**src/rtl/serial_bitwise_if.sv**
```systemverilog
// Handshake bundle for serial_bitwise_unit: operand/op request channel,
// serial bit stream, held result channel and status (busy, err).
interface serial_bitwise_if #(
  parameter int WIDTH = 8
);
  logic             in_valid;
  logic             in_ready;
  logic [WIDTH-1:0] a;
  logic [WIDTH-1:0] b;
  logic [2:0]       op;
  logic             bit_out;
  logic             bit_valid;
  logic             out_valid;
  logic             out_ready;
  logic [WIDTH-1:0] result;
  logic             err;
  logic             busy;

  modport master (
    output in_valid, a, b, op, out_ready,
    input  in_ready, bit_out, bit_valid,
    input  out_valid, result, err, busy
  );

  modport slave (
    input  in_valid, a, b, op, out_ready,
    output in_ready, bit_out, bit_valid,
    output out_valid, result, err, busy
  );
endinterface

```
**src/rtl/serial_bitwise_unit.sv**
```systemverilog
// Bit-serial AND/OR/NAND/NOR(/XOR/XNOR) unit, one bit per clock, LSB first.
// Ports: clk, rst (sync, active-high), bus (serial_bitwise_if.slave):
//   in_valid/in_ready/a/b/op request, bit_out/bit_valid serial stream,
//   out_valid/out_ready/result/err held result, busy status.
// Macro SERIAL_BITWISE_XOR_EN enables op 4 (XOR) and op 5 (XNOR);
// without it those ops are reported as reserved (err=1, result=0).
module serial_bitwise_unit #(
  parameter  int WIDTH = 8,
  localparam int CNT_W = $clog2(WIDTH + 1)
) (
  input  logic clk,
  input  logic rst,
  serial_bitwise_if.slave bus
);

  typedef enum logic [1:0] {
    IDLE = 2'd0,
    RUN  = 2'd1,
    DONE = 2'd2
  } state_e;

  localparam logic [CNT_W-1:0] LAST = CNT_W'(WIDTH - 1);

  state_e           state_q, state_d;
  logic [CNT_W-1:0] cnt_q, cnt_d;
  logic [WIDTH-1:0] a_q, a_d;
  logic [WIDTH-1:0] b_q, b_d;
  logic [2:0]       op_q, op_d;
  logic [WIDTH-1:0] res_q, res_d;
  logic             err_q, err_d;
  logic             cur_bit;

  function automatic logic op_legal(
    input logic [2:0] o
  );
`ifdef SERIAL_BITWISE_XOR_EN
    return o <= 3'd5;
`else
    return o <= 3'd3;
`endif
  endfunction

  function automatic logic eval(
    input logic [2:0] o,
    input logic       x,
    input logic       y
  );
    logic r;
    r = 1'b0;
    unique case (o)
      3'd0:    r = x & y;
      3'd1:    r = x | y;
      3'd2:    r = ~(x & y);
      3'd3:    r = ~(x | y);
      3'd4:    r = x ^ y;
      3'd5:    r = ~(x ^ y);
      default: r = 1'b0;
    endcase
    return r;
  endfunction

  // Operands shift right each RUN cycle, so bit k is always at [0].
  always_comb begin
    cur_bit = eval(op_q, a_q[0], b_q[0]);
  end

  always_ff @(posedge clk) begin
    if (rst) begin
      state_q <= IDLE;
      cnt_q   <= '0;
      a_q     <= '0;
      b_q     <= '0;
      op_q    <= '0;
      res_q   <= '0;
      err_q   <= 1'b0;
    end else begin
      state_q <= state_d;
      cnt_q   <= cnt_d;
      a_q     <= a_d;
      b_q     <= b_d;
      op_q    <= op_d;
      res_q   <= res_d;
      err_q   <= err_d;
    end
  end

  always_comb begin
    state_d = state_q;
    cnt_d   = cnt_q;
    a_d     = a_q;
    b_d     = b_q;
    op_d    = op_q;
    res_d   = res_q;
    err_d   = err_q;
    unique case (state_q)
      IDLE: begin
        if (bus.in_valid) begin
          a_d   = bus.a;
          b_d   = bus.b;
          op_d  = bus.op;
          cnt_d = '0;
          res_d = '0;
          err_d = !op_legal(bus.op);
          state_d = op_legal(bus.op) ? RUN : DONE;
        end
      end
      RUN: begin
        a_d = a_q >> 1;
        b_d = b_q >> 1;
        for (int i = 0; i < WIDTH; i++) begin
          if (cnt_q == CNT_W'(i)) begin
            res_d[i] = cur_bit;
          end
        end
        cnt_d = cnt_q + CNT_W'(1);
        if (cnt_q == LAST) begin
          state_d = DONE;
        end
      end
      DONE: begin
        if (bus.out_ready) begin
          state_d = IDLE;
        end
      end
      default: state_d = IDLE;
    endcase
  end

  always_comb begin
    bus.in_ready  = (state_q == IDLE);
    bus.bit_valid = (state_q == RUN);
    bus.bit_out   = (state_q == RUN) & cur_bit;
    bus.out_valid = (state_q == DONE);
    bus.busy      = (state_q == RUN) | (state_q == DONE);
    bus.result    = res_q;
    bus.err       = err_q;
  end

endmodule

```
**src/flat_wrapper.sv**
```systemverilog
// flat-port wrapper written by rule: the top's interface ports become plain ports
module serial_bitwise_unit_flat 
#(
  parameter  int WIDTH = 8,
  localparam int CNT_W = $clog2(WIDTH + 1)
)
  (clk, rst, bus_in_valid, bus_a, bus_b, bus_op, bus_out_ready, bus_in_ready, bus_bit_out, bus_bit_valid, bus_out_valid, bus_result, bus_err, bus_busy);
  serial_bitwise_if #(.WIDTH(WIDTH)) bus_i ();
  input  logic clk;
  input  logic rst;
  input wire logic [$bits(bus_i.in_valid)-1:0] bus_in_valid;
  input wire logic [$bits(bus_i.a)-1:0] bus_a;
  input wire logic [$bits(bus_i.b)-1:0] bus_b;
  input wire logic [$bits(bus_i.op)-1:0] bus_op;
  input wire logic [$bits(bus_i.out_ready)-1:0] bus_out_ready;
  output wire logic [$bits(bus_i.in_ready)-1:0] bus_in_ready;
  output wire logic [$bits(bus_i.bit_out)-1:0] bus_bit_out;
  output wire logic [$bits(bus_i.bit_valid)-1:0] bus_bit_valid;
  output wire logic [$bits(bus_i.out_valid)-1:0] bus_out_valid;
  output wire logic [$bits(bus_i.result)-1:0] bus_result;
  output wire logic [$bits(bus_i.err)-1:0] bus_err;
  output wire logic [$bits(bus_i.busy)-1:0] bus_busy;
  assign bus_i.in_valid = bus_in_valid;
  assign bus_i.a = bus_a;
  assign bus_i.b = bus_b;
  assign bus_i.op = bus_op;
  assign bus_i.out_ready = bus_out_ready;
  assign bus_in_ready = bus_i.in_ready;
  assign bus_bit_out = bus_i.bit_out;
  assign bus_bit_valid = bus_i.bit_valid;
  assign bus_out_valid = bus_i.out_valid;
  assign bus_result = bus_i.result;
  assign bus_err = bus_i.err;
  assign bus_busy = bus_i.busy;
  serial_bitwise_unit #(.WIDTH(WIDTH)) u_core (.clk(clk), .rst(rst), .bus(bus_i));
endmodule
```
**config.mk**
```make
export PLATFORM = sky130hd
export DESIGN_NAME = serial_bitwise_unit_flat
export DESIGN_NICKNAME = d
export VERILOG_FILES = /design/src/rtl/serial_bitwise_if.sv /design/src/rtl/serial_bitwise_unit.sv /design/src/flat_wrapper.sv
export SDC_FILE = /design/constraint.sdc
export NUM_CORES = 1
export LEC_CHECK = 0
export ABC_AREA = 1
export BUFFER_PORTS_ARGS = -buffer_cell sky130_fd_sc_hd__buf_2
export CAP_MARGIN = 15
export CORE_UTILIZATION = 40
export CTS_BUF_LIST = sky130_fd_sc_hd__clkbuf_4 sky130_fd_sc_hd__clkbuf_8 sky130_fd_sc_hd__clkbuf_16
export DETAILED_ROUTE_END_ITERATION = 10
export MAX_ROUTING_LAYER = met4
export PLACE_DENSITY = 0.71
export SLEW_MARGIN = 25
export SYNTH_ARGS = -nofsm -noshare
export SYNTH_HDL_FRONTEND = slang
export SYNTH_SLANG_ARGS = --single-unit
```
**constraint.sdc**
```tcl
create_clock -name clk -period 1.5 [get_ports clk]
set_input_delay 0.225 -clock clk [delete_from_list [all_inputs] [get_ports clk]]
set_output_delay 0.225 -clock clk [all_outputs]
set_load 0.005 [all_outputs]
```
Yosys cells after proc, flatten, opt, wreduce, memory -nomap -nowiden
Index checks and enable logic that the tools add are counted.
{"block": "word_totals", "mem_count": 0, "ff_bits": 34, "out_inout_bits": 14, "input_bits": 23, "rom_bits": 0, "latch_bits": 0, "mem_bits_rw": 0}
{"block": "classes", "n_addsub": 1, "eq_ne": 24, "order_cmp": 1, "div": 0, "n_reduce_logical": 16, "mul": 0, "shift": 0, "muxes": 22, "n_bitwise": 8}
{"operator": "one-hot mux 8 bit (2 select lines)", "n": 3}
{"operator": "AND reduction 3 bit", "n": 9}
{"operator": "2-to-1 mux 8 bit", "n": 3}
{"operator": "equality test 4 x 3 -> 1 bit, second input constant", "n": 4}
{"operator": "inequality test 2 x 1 -> 1 bit, second input constant", "n": 8}
{"operator": "equality test 4 x 2 -> 1 bit, second input constant", "n": 2}
{"operator": "2-to-1 mux 1 bit", "n": 8}
{"operator": "2-to-1 mux 2 bit", "n": 4}
{"operator": "one-hot mux 4 bit (2 select lines)", "n": 1}
{"operator": "equality test 3 x 2 -> 1 bit, second input constant", "n": 2}
{"operator": "equality test 3 bit, second input constant", "n": 2}
{"operator": "one-hot mux 1 bit (6 select lines)", "n": 1}
{"operator": "one-hot mux 2 bit (3 select lines)", "n": 1}
{"operator": "adder 4 x 1 -> 4 bit, second input constant", "n": 1}
{"operator": "equality test 4 x 1 -> 1 bit, second input constant", "n": 1}
{"operator": "logical NOT 4 bit", "n": 1}
{"operator": "2-to-1 mux 4 bit", "n": 1}
{"operator": "inequality test 2 bit, second input constant", "n": 2}
{"operator": "AND reduction 2 bit", "n": 2}
{"operator": "equality test 3 x 1 -> 1 bit, second input constant", "n": 1}
{"operator": "<= comparator 3 x 2 -> 1 bit, second input constant", "n": 1}
{"operator": "logical NOT 3 bit", "n": 1}
{"operator": "inverter 1 bit", "n": 3}
{"operator": "AND 1 bit", "n": 2}
{"operator": "7 further kinds", "n": 8}

Longest topological paths before layout
Gate-level depths: netlist of run 1.
{"block": "depth", "depth_word": 5, "ltp_mapped": 9, "depth_no_buf": 9}

Least setup slack after synthesis of run 1
OpenSTA, ideal clock, no wires.
{"block": "synth_path", "path_kind": "flip-flop to flip-flop", "start": "register u_core.state_q[0]", "end": "register u_core.a_q[0]", "setup_time_ns": 0.125, "required_ns": 1.375, "synth_period_minus_slack_ns": 1.396, "path_stages_with_launch": 7, "n_path_buf": 2, "path_slack_ns": 0.104, "arrival_time_ns": 1.271, "path_cell_list": "dfxtp_1 -> inv_1 -> ha_1 -> o21ai_2 -> buf_6 -> buf_2 -> a31oi_1"}
{"block": "synth_via", "elab_chain_cells": 3}
{"item": "from (decl)", "line": "serial_bitwise_unit.sv:24", "text": "state_e state_q, state_d;"}
{"item": "from (signal assigned)", "line": "serial_bitwise_unit.sv:77", "text": "state_q <= state_d;"}
{"item": "logical NOT 2 bit *"}
{"item": "named net bus_in_ready", "line": "flat_wrapper.sv:16", "text": "output wire logic [$bits(bus_i.in_ready)-1:0] bus_in_ready;"}
{"item": "inequality test 2 bit (no source line) / nonzero test 2 bit (equally long branches)"}
{"item": "AND reduction 2 bit (no source line)"}
{"item": "to (signal assigned)", "line": "serial_bitwise_unit.sv:71", "text": "a_q <= '0;"}
{"item": "to (signal assigned)", "line": "serial_bitwise_unit.sv:79", "text": "a_q <= a_d;"}
{"item": "to (decl)", "line": "serial_bitwise_unit.sv:26", "text": "logic [WIDTH-1:0] a_q, a_d;"}
Mark *: on every way through the listed nets, which the timed path passes. The rest lies on a longest branch.
A chain may end at the register's enable or synchronous reset.

Worst setup path in the final report of run 1
{"block": "layout_path", "start": "register u_core.a_q[0]", "end": "output port bus_bit_out"}
{"block": "layout_via", "elab_chain_cells": 4}
{"item": "bitwise XOR 1 bit (tied with other cells)", "line": "serial_bitwise_unit.sv:55, serial_bitwise_unit.sv:56"}
{"item": "inverter 1 bit, on equally long branches", "line": "serial_bitwise_unit.sv:56, serial_bitwise_unit.sv:53, serial_bitwise_unit.sv:54"}
{"item": "one-hot mux 1 bit (6 select lines) *", "line": "serial_bitwise_unit.sv:50", "text": "unique case (o)"}
{"item": "AND 1 bit *", "line": "serial_bitwise_unit.sv:132", "text": "bus.bit_out = (state_q == RUN) & cur_bit;"}
{"item": "to (decl)", "line": "flat_wrapper.sv:17", "text": "output wire logic [$bits(bus_i.bit_out)-1:0] bus_bit_out;"}
Every way passes the cells marked *; elsewhere a longest branch is shown, timed or not.

==> impl_results.md, run 1 <==
- Routed WL: between 3000 and 4000 µm
- Final nets: 320
- Minimum clock period: 1.63 ns
- Mapped Nets: ~270
- GR Util All Layers: about a fifth
- Detailed-route via count: 1592
- Design Power: approximately 2.7 mW
- Status: finished, violations left
- Crit path kind: flip-flop to output pin
- Peak VDD IR: a little under 600 µV
- PD cells: approximately 1200 nW/µm²
- Seq pwr share: just over 40%
- Top Ports: 37
- Worst Setup Start Kind: flip-flop
- CTS sink cnt: 34
- Post-route ant nets: 0
- Worst-skew pair later-pin latency: 0.29 ns
- Clock Path Buffers: 2
- Max H-tree Level: 2
- HPWL after DPL: 2580 µm
- Global-route wire length before repair: 6020 µm
- Share of cells above drive strength 1: around 27%
- Largest net degree at the start of global routing: 31
- Die ar.: roughly 4500 µm²
- Clock-pin slew on the worst setup and hold paths: around 0.08 ns
- Crit-path slowest cell: dfxtp_2
- FMAX: between 0.6 and 0.7 GHz
- WP data required: roughly 1.3 ns
- Number of remaining DRC errors: 0
- Port Buffers: 36
- Critical Path Sink Type: output pin
- Finished Cell Area: between 2000 and 2500 µm²
- Setup WS post-layout: -0.134 ns
- Max-Cap Viols: 0
- P_sw: approximately 830 µW
- Setup skew after layout: between 0.008 and 0.009 ns
- Peak fanout along the critical path: 2
- Via/cell ratio: 4.70
- Final setup viols: 1
- Slew margin rel.: around 85%
- Final hold vios: 0
- Clock root cell: clkbuf_8
- Fillcell total: between 400 and 500
- Post-Syn Instances: 241
- Setup TNS: -0.134 ns
- Rows: 23
- CTS tree: yes
- Syn_area_per_cell: roughly 7 µm²
- Vias in the first global route: approximately 1.4k
- Logic pwr share: approximately 28%
- Initial Util: 41.8%
- Hold buffers post-CTS: 0
- Synthesis-stage register bit count: 34
- GR Overflow Total: 0
- Total CTS buffers: 5
- CP Data Arrival Time: between 1 and 1.5 ns
- Finished Core Util: between 50% and 60%
- Worst path cell trace: buf_4 > ha_4 > nand2_2 > nand3_2 > nor2_1 > nor2_1 > nand2_2 > inv_1 > buf_2
- Synth top area cells: dfxtp_1 (40%), nand2_1 (16%), inv_1 (7.3%)
- Final period util: 109%
- Hold WC Path Type: input pin to flip-flop
- RSZ-0062 raised after global routing: yes
- Post-synthesis sequential area ratio: 40.4%
- WL/cell: approximately 11 µm
- Die Wd: around 67 µm
- Post-Place Cell Area: roughly 2000 µm²
- Largest area contributor in the netlist: dfxtp_1
- First-pass DRT Iterations: 4
- Violated checks: setup timing
- Synth warn: 0
- Initial antenna violation count: 0
- Final Slew Violations: 0
- Die height: around 67 µm
- Syn-to-layout area delta: 29.3%
- Top cell type's share of synthesized area: approximately two fifths
- Synth unique cells: 20
- Initial DRC count: between 100 and 150
- Worst slew pin tran: roughly 0.22 ns
- Largest stage delay, worst path: roughly 0.33 ns
- Core box area: ~4000 µm²
- Pleak: between 1 and 1.5 nW
- Int Power: around 1.9 mW
- N_diodes: 0
- Clock power frac: between 30 and 40%
- Switching portion of total power: 30.9%
- Synth Cell Area: 1690 µm²
- GPL Wtd Cong: between 0.8 and 0.9
-- path summary, 6_finish.rpt --
path	from	cells after the start	to	slack (ns)
worst min register to register	u_core.b_q[5]$_SDFFE_PP0P_	2	u_core.b_q[4]$_SDFFE_PP0P_	0.47
worst max-delay path	u_core.a_q[0]$_SDFFE_PP0P_	9	bus_bit_out	-0.13
worst min-delay path	bus_a[2]	3	u_core.a_q[2]$_SDFFE_PP0P_	0.18
worst max register to register	u_core.state_q[0]$_SDFFE_PP0P_	8	u_core.b_q[7]$_SDFFE_PP0P_	0.11
-- cells in the mapped netlist --
cell	number
buf_2	5
nor3_1	2
o21ai_0	21
a31oi_1	14
nand2_1	71
a21oi_1	16
nand2_2	2
xor2_1	1
o21ai_2	1
dfxtp_1	34
nor2_1	13
ha_1	9
o21bai_1	1
buf_4	1
clkbuf_1	3
buf_6	1
a211oi_1	1
inv_1	33
nand3_2	2
nand3_1	10
-- logic make-up after synthesis --
group           synth area share (%)
compound gates                  17.6
buf+inv                         10.6
fa+ha+maj                       6.68
simple gates                    24.2
xor+xnor                       0.520
flops                           40.4
-- metal layers --
metal  share of wire [%]  up-vias  GRT usage, %
met1                  48      685          22.5
met5                   0        -             -
met2                  46       36          29.0
met4                0.99        0          7.18
li1                    -      867             -
met3                 4.6        4          5.65
-- state kept, by name, summed over array words and instances, names as in the netlist --
signal / flops
u_core.cnt_q: 4
u_core.b_q: 8
u_core.bus.result: 8
u_core.state_q: 2
u_core.a_q: 8
u_core.op_q: 3
u_core.bus.err: 1
-- what timing repair did --
action,in CTS,in global routing
endpoints found under the setup margin,7,30
pin swaps,9,5
resized for setup,11,13
buffers inserted,1,0
-- critical path, delay by kind of cell, from the launching register on --
kind,cells,cell delay [ns]
adders and majority gates,1,0.15
buffers and inverters,3,0.29
DFF,1,0.33
and+or+nand+nor,5,0.36
-- cell usage in the layout, fill, tap and decap left out, types with 2 or more instances in the layout --
master	instances
a21oi_1	16
a31oi_1	14
buf_2	36
buf_4	11
buf_6	3
clkbuf_8	5
clkinvlp_4	2
dfxtp_1	31
dfxtp_2	3
ha_1	5
ha_4	4
inv_1	29
inv_2	4
nand2_1	68
nand2_2	5
nand3_1	9
nand3_2	3
nor2_1	12
nor3_1	2
o21ai_0	20
-- power by group through the flow --
stage	registers, mW	clock network (mW)	logic [mW]
after floorplan	1.11	0	0.445
after global placement	1.11	0	0.654
after detailed placement	1.11	0	0.670
after CTS	1.10	0.865	0.708
after global routing	1.11	0.908	0.853
final	1.10	0.839	0.752
-- area by class of cell --
class                   instances  area (µm²)  area share, %
inverters                      33         124           5.68
flip-flops and latches         34         684           31.4
clock inverters                 3        45.0           2.07
clock buffers                   5        68.8           3.16
repair buffers                 50         297           13.6
multi-input cells             164         898           41.2
well taps                      50        62.6           2.87
-- per-stage QoR --
step           cells  setup WS [ns]  hold slack, ns
2_1_floorplan    241          0.104           0.294
3_3_place_gp     330         0.0591           0.453
3_5_place_dp     330        0.00768           0.458
4_1_cts          339         -0.168           0.178
5_1_grt          339         -0.215           0.187
6_report         339         -0.134           0.185
No activity file was read; power rests on OpenSTA's default activity.
==> run 2, diff against run 1 <==
Settings changed: REMOVE_ABC_BUFFERS set to 1.
==> run 2 against run 1 <==
Effect of this change: the run still ends with setup timing left; global-route usage grew 0.80 points; final cell count grew 0.29%; sequential share of layout area grew 0.14 points; flip-flop and latch count is the same; critical path type unchanged; highest routed layer unchanged.
==> impl_results.md, run 2 (same netlist as run 1, synthesis figures left out) <==
- GR Util All Layers: roughly a fifth
- Slew margin rel.: between 70% and 80%
- GPL Wtd Cong: about 0.83
- Rows: 23
- Worst slew pin tran: roughly 0.30 ns
- Die Wd: around 67 µm
- Peak fanout along the critical path: 2
- Crit-path slowest cell: dfxtp_2
- FF-to-FF path depth: 9
- Finished Cell Area: between 2000 and 2500 µm²
- Largest stage delay, worst path: about 0.32 ns
- Detailed-route via count: 1611
- PD cells: between 1000 and 1500 nW/µm²
- Pre-CTS setup slack: 0.0460 ns
- Vias in the first global route: about 1.4k
- Critical Path Sink Type: output pin
- N_diodes: 0
- Peak VDD IR: between 500 and 600 µV
- Max H-tree Level: 2
- CTS tree: yes
- Clock root cell: clkbuf_8
- Die height: roughly 67 µm
- RSZ-0062 raised after global routing: yes
- Final Non-Filler Cells: 340
- Worst Setup Start Kind: flip-flop
- Crit path kind: flip-flop to output pin
- HPWL after DPL: 2610 µm
- Total CTS buffers: 5
- Status: finished, violations left
- Leading cell type in the layout, fill and taps excluded: nand2_1
- Die ar.: 4480 µm²
- Number of remaining DRC errors: 0
- Post-route ant nets: 0
- Initial antenna violation count: 0
- Initial Util: a little over two fifths
- Final period util: 109%
- Top Ports: 37
- Largest delay share family, worst path: flip-flops
- Setup skew after layout: between 0.006 and 0.007 ns
- FMAX: roughly 0.61 GHz
- Global-route wire length before repair: 6320 µm
- Placed Instances: 330
- Share of cells above drive strength 1: 28.6%
- Most frequent cells in the layout: nand2_1 (68), buf_2 (36), inv_1 (30), dfxtp_1 (30), o21ai_0 (21)
- Bufs and invs on worst path: 3
- Violated checks: setup timing
- Setup WS post-layout: -0.139 ns
- Final Slew Violations: 0
- Crit path depth: 8
- WP data required: around 1.3 ns
- Pleak: about 1.1 nW
- CTS sink cnt: 34
- Clock-pin slew on the worst setup and hold paths: around 0.070 ns
- Worst-skew pair later-pin latency: between 0.2 and 0.3 ns
- Final hold vios: 0
- Routed WL: around 3800 µm
- Worst path cell trace: inv_1 > ha_4 > nor2_1 > o21bai_1 > nand2_1 > nand2_2 > inv_1 > buf_2
- Port Buffers: 36
- CP dominant cell by count: inv_1
- Hold WC Path Type: input pin to flip-flop
- First-pass DRT Iterations: 4
- Hold path depth: 2
- Final nets: between 300 and 400
- GR Overflow Total: 0
- CP Data Arrival Time: approximately 1.4 ns
- Syn-to-layout area delta: 29.5%
- Max-Cap Viols: 0
- WL/cell: around 11 µm
- Via/cell ratio: 4.74
- Minimum clock period: between 1.5 and 2 ns
- Core box area: about 4000 µm²
- Largest net degree at the start of global routing: 22
- Clock Path Buffers: 2
- Post-Place Cell Area: between 1500 and 2000 µm²
- Final setup viols: 1
- Initial DRC count: 68
run 2: metal layers:
metal | up-vias | routed length [µm] | track usage (%)
met3 | 6 | 121 | 5.14
met1 | 713 | 1820 | 23.9
li1 | 865 | - | -
met5 | - | 0 | -
met2 | 27 | 1820 | 30.8
met4 | 0 | 57 | 6.38
run 2: repair_timing:
action / in CTS / in global routing
hold buffers: 0 / 0
pin swaps: 8 / 5
gates cloned: 0 / 1
endpoints found under the setup margin: 2 / 30
gates resized for setup: 12 / 17
buffers inserted: 4 / 0
run 2: final timing paths:
check	end	startpoint	slack (ns)
min reg2reg	u_core.a_q[7]$_SDFFE_PP0P_	u_core.a_q[7]$_SDFFE_PP0P_	0.46
max reg2reg	u_core.bus.result[3]$_SDFFE_PP0P_	u_core.state_q[1]$_SDFFE_PP0P_	0.08
min	u_core.a_q[7]$_SDFFE_PP0P_	rst	0.19
max	bus_bit_out	u_core.b_q[0]$_SDFFE_PP0P_	-0.14
run 2: metrics by stage:
step | utilization [%] | hold WS (ns) | TNS, ns | total power [mW]
after floorplan | - | 0.294 | -28.01 | 1.52
after global placement | 48.9 | 0.451 | 0 | 1.76
after detailed placement | 48.9 | 0.457 | 0 | 1.78
after CTS | 52.7 | 0.184 | -0.139 | 2.48
after global routing | 54.2 | 0.201 | -0.297 | 2.72
final | 54.2 | 0.190 | -0.139 | 2.53
run 2: power breakdown:
group	internal (mW)	switching (mW)	total, mW
logic	0.345	0.429	0.774
clock network	0.353	0.298	0.652
registers	1.04	0.0719	1.11
run 2: area by class of cell:
type	instances	area [µm²]
clock buffer	6	82.6
tap	50	62.6
inverter	33	126
timing repair buffer	53	323
sequential	34	688
fill	393	1850
multi-input combinational	164	900
==> run 3, diff against run 2 <==
Settings changed: CORE_MARGIN set to 2, MAX_ROUTING_LAYER met4 to unset, TNS_END_PERCENT set to 10.
==> run 3 against run 2 <==
Effect of this change: the flow still finishes with violations (setup timing); critical path depth did not move; clock skew down 0.0029 ns; highest routed layer unchanged; maximum frequency up 0.19%; worst setup slack improved by 0.0031 ns; first-iteration DRC count rose by 28%; flip-flop and latch count unchanged; core utilization decreased by 1.2 points; cell area down 2.3%.
==> impl_results.md, run 3 (same netlist as run 1, synthesis figures left out) <==
- Most frequent cells in the layout: nand2_1 (70), buf_2 (36), inv_1 (31), dfxtp_1 (31), o21ai_0 (20)
- Largest net degree at the start of global routing: 30
- Status: finished, violations left
- FMAX: around 0.6 GHz
- Hold WS: around 0.18 ns
- Syn-to-layout area delta: 26.5%
- Core box area: slightly above 4000 µm²
- Number of remaining DRC errors: 0
- Port Buffers: 36
- CTS sink cnt: 34
- Max-Cap Viols: 0
- Final setup viols: 1
- Worst slew pin tran: roughly 0.31 ns
- Die ar.: 4750 µm²
- Pleak: between 1 and 1.5 nW
- Worst Setup Start Kind: flip-flop
- R2R setup slack: between 0.1 and 0.15 ns
- Clock root cell: clkbuf_8
- Design Power: roughly 2.5 mW
- Hold WC Path Type: input pin to flip-flop
- Final Slew Violations: 0
- Violated checks: setup timing
- Final nets: about 320
- Peak VDD IR: between 500 and 600 µV
- Setup TNS: -0.136 ns
- Minimum clock period: around 1.6 ns
- Via/cell ratio: roughly 4.7
- Total CTS buffers: 5
- Clock Path Buffers: 2
- Detailed-route via count: 1602
- CP Data Arrival Time: between 1 and 1.5 ns
- Slew margin rel.: 78.9%
- Initial antenna violation count: 0
- Critical Path Sink Type: output pin
- Crit path kind: flip-flop to output pin
- Finished Core Util: a little over half
- PD cells: 1190 nW/µm²
- WL/cell: ~11 µm
- GR Util All Layers: roughly 18%
- Pre-CTS setup slack: ~0.04 ns
- Die height: roughly 69 µm
- Setup skew after layout: approximately 0.0033 ns
- Initial Util: between 40% and 50%
- First-pass DRT Iterations: 4
- GPL Wtd Cong: around 0.77
- Global-route wire length before repair: 6200 µm
- HPWL after DPL: 2550 µm
- Fillcell total: 415
- Peak fanout along the critical path: 2
- GR Overflow Total: 0
- Worst-skew pair later-pin latency: 0.28 ns
- Hold buffers post-CTS: 0
- WP data required: around 1.3 ns
- N_diodes: 0
- RSZ-0062 raised after global routing: yes
- CTS tree: yes
- Share of cells above drive strength 1: 26.7%
- Routed WL: around 3600 µm
- Rows: 23
- Top Ports: 37
- Die Wd: 68.9 µm
- Final hold vios: 0
- Post-route ant nets: 0
- Clock-pin slew on the worst setup and hold paths: roughly 0.060 ns
- Initial DRC count: 87
- Final period util: 109%
- Vias in the first global route: approximately 1.5k
- Max H-tree Level: 2
- Setup WS post-layout: -0.136 ns
- Leading cell type in the layout, fill and taps excluded: nand2_1
[run 3: cell count changes in the layout (fill, tap and decap cells not counted), sizes merged]
| cell | delta |
|---|---|
| buf | -4 |
| clkbuf | +1 |
| clkinv | +1 |
[run 3: area by class of cell]
type	count	area (µm²)	share of cell area (%)
inverter	33	124	5.81
timing repair buffer	49	289	13.6
tap	50	62.6	2.93
clock buffer	7	90.1	4.23
sequential	34	684	32.1
clock inverter	1	5.00	0.235
multi-input combinational	164	877	41.1
[run 3: power by group]
part / switching, mW / total (mW) / internal, mW
combinational: 0.409 / 0.721 / 0.312
clock: 0.316 / 0.704 / 0.388
sequential: 0.0666 / 1.10 / 1.04
total: 0.792 / 2.53 / 1.74
[run 3: critical path, cell delays in order, from the launching register on]
cell and delay [ns]:
dfxtp_2 0.32, inv_1 0.06, ha_4 0.27, nor2_1 0.04
o21bai_1 0.15, nand2_1 0.07, nand2_1 0.08, inv_1 0.04
buf_2 0.11
[run 3: layer usage]
| layer | share of wire (%) | track usage, % | vias to the layer above |
|---|---|---|---|
| met5 | 0 | 0 | - |
| met4 | 2.0 | 8.09 | 0 |
| met3 | 4.0 | 5.03 | 7 |
| met2 | 43 | 27.8 | 25 |
| met1 | 51 | 22.5 | 711 |
| li1 | - | - | 859 |
[run 3: timing repair]
item	in CTS	in global routing
setup endpoints to repair	2	30
resized for setup	6	14
buffers inserted	5	0
pin swaps	5	6
[run 3: stage by stage]
step	area [µm²]	instances
floorplan	1630	231
global placement	1960	328
detailed placement	1960	328
CTS	2110	341
global route	2130	338
finish	2130	338
[run 3: worst paths after layout]
path                                  startpoint                                end  cells past startpoint
setup reg to reg  u_core.state_q[0]$_SDFFE_PP0P_  u_core.bus.result[6]$_SDFFE_PP0P_                      8
hold reg to reg       u_core.a_q[7]$_SDFFE_PP0P_         u_core.a_q[7]$_SDFFE_PP0P_                      2
setup / recovery      u_core.b_q[0]$_SDFFE_PP0P_                        bus_bit_out                      8
hold / removal                               rst     u_core.state_q[0]$_SDFFE_PP0P_                      2
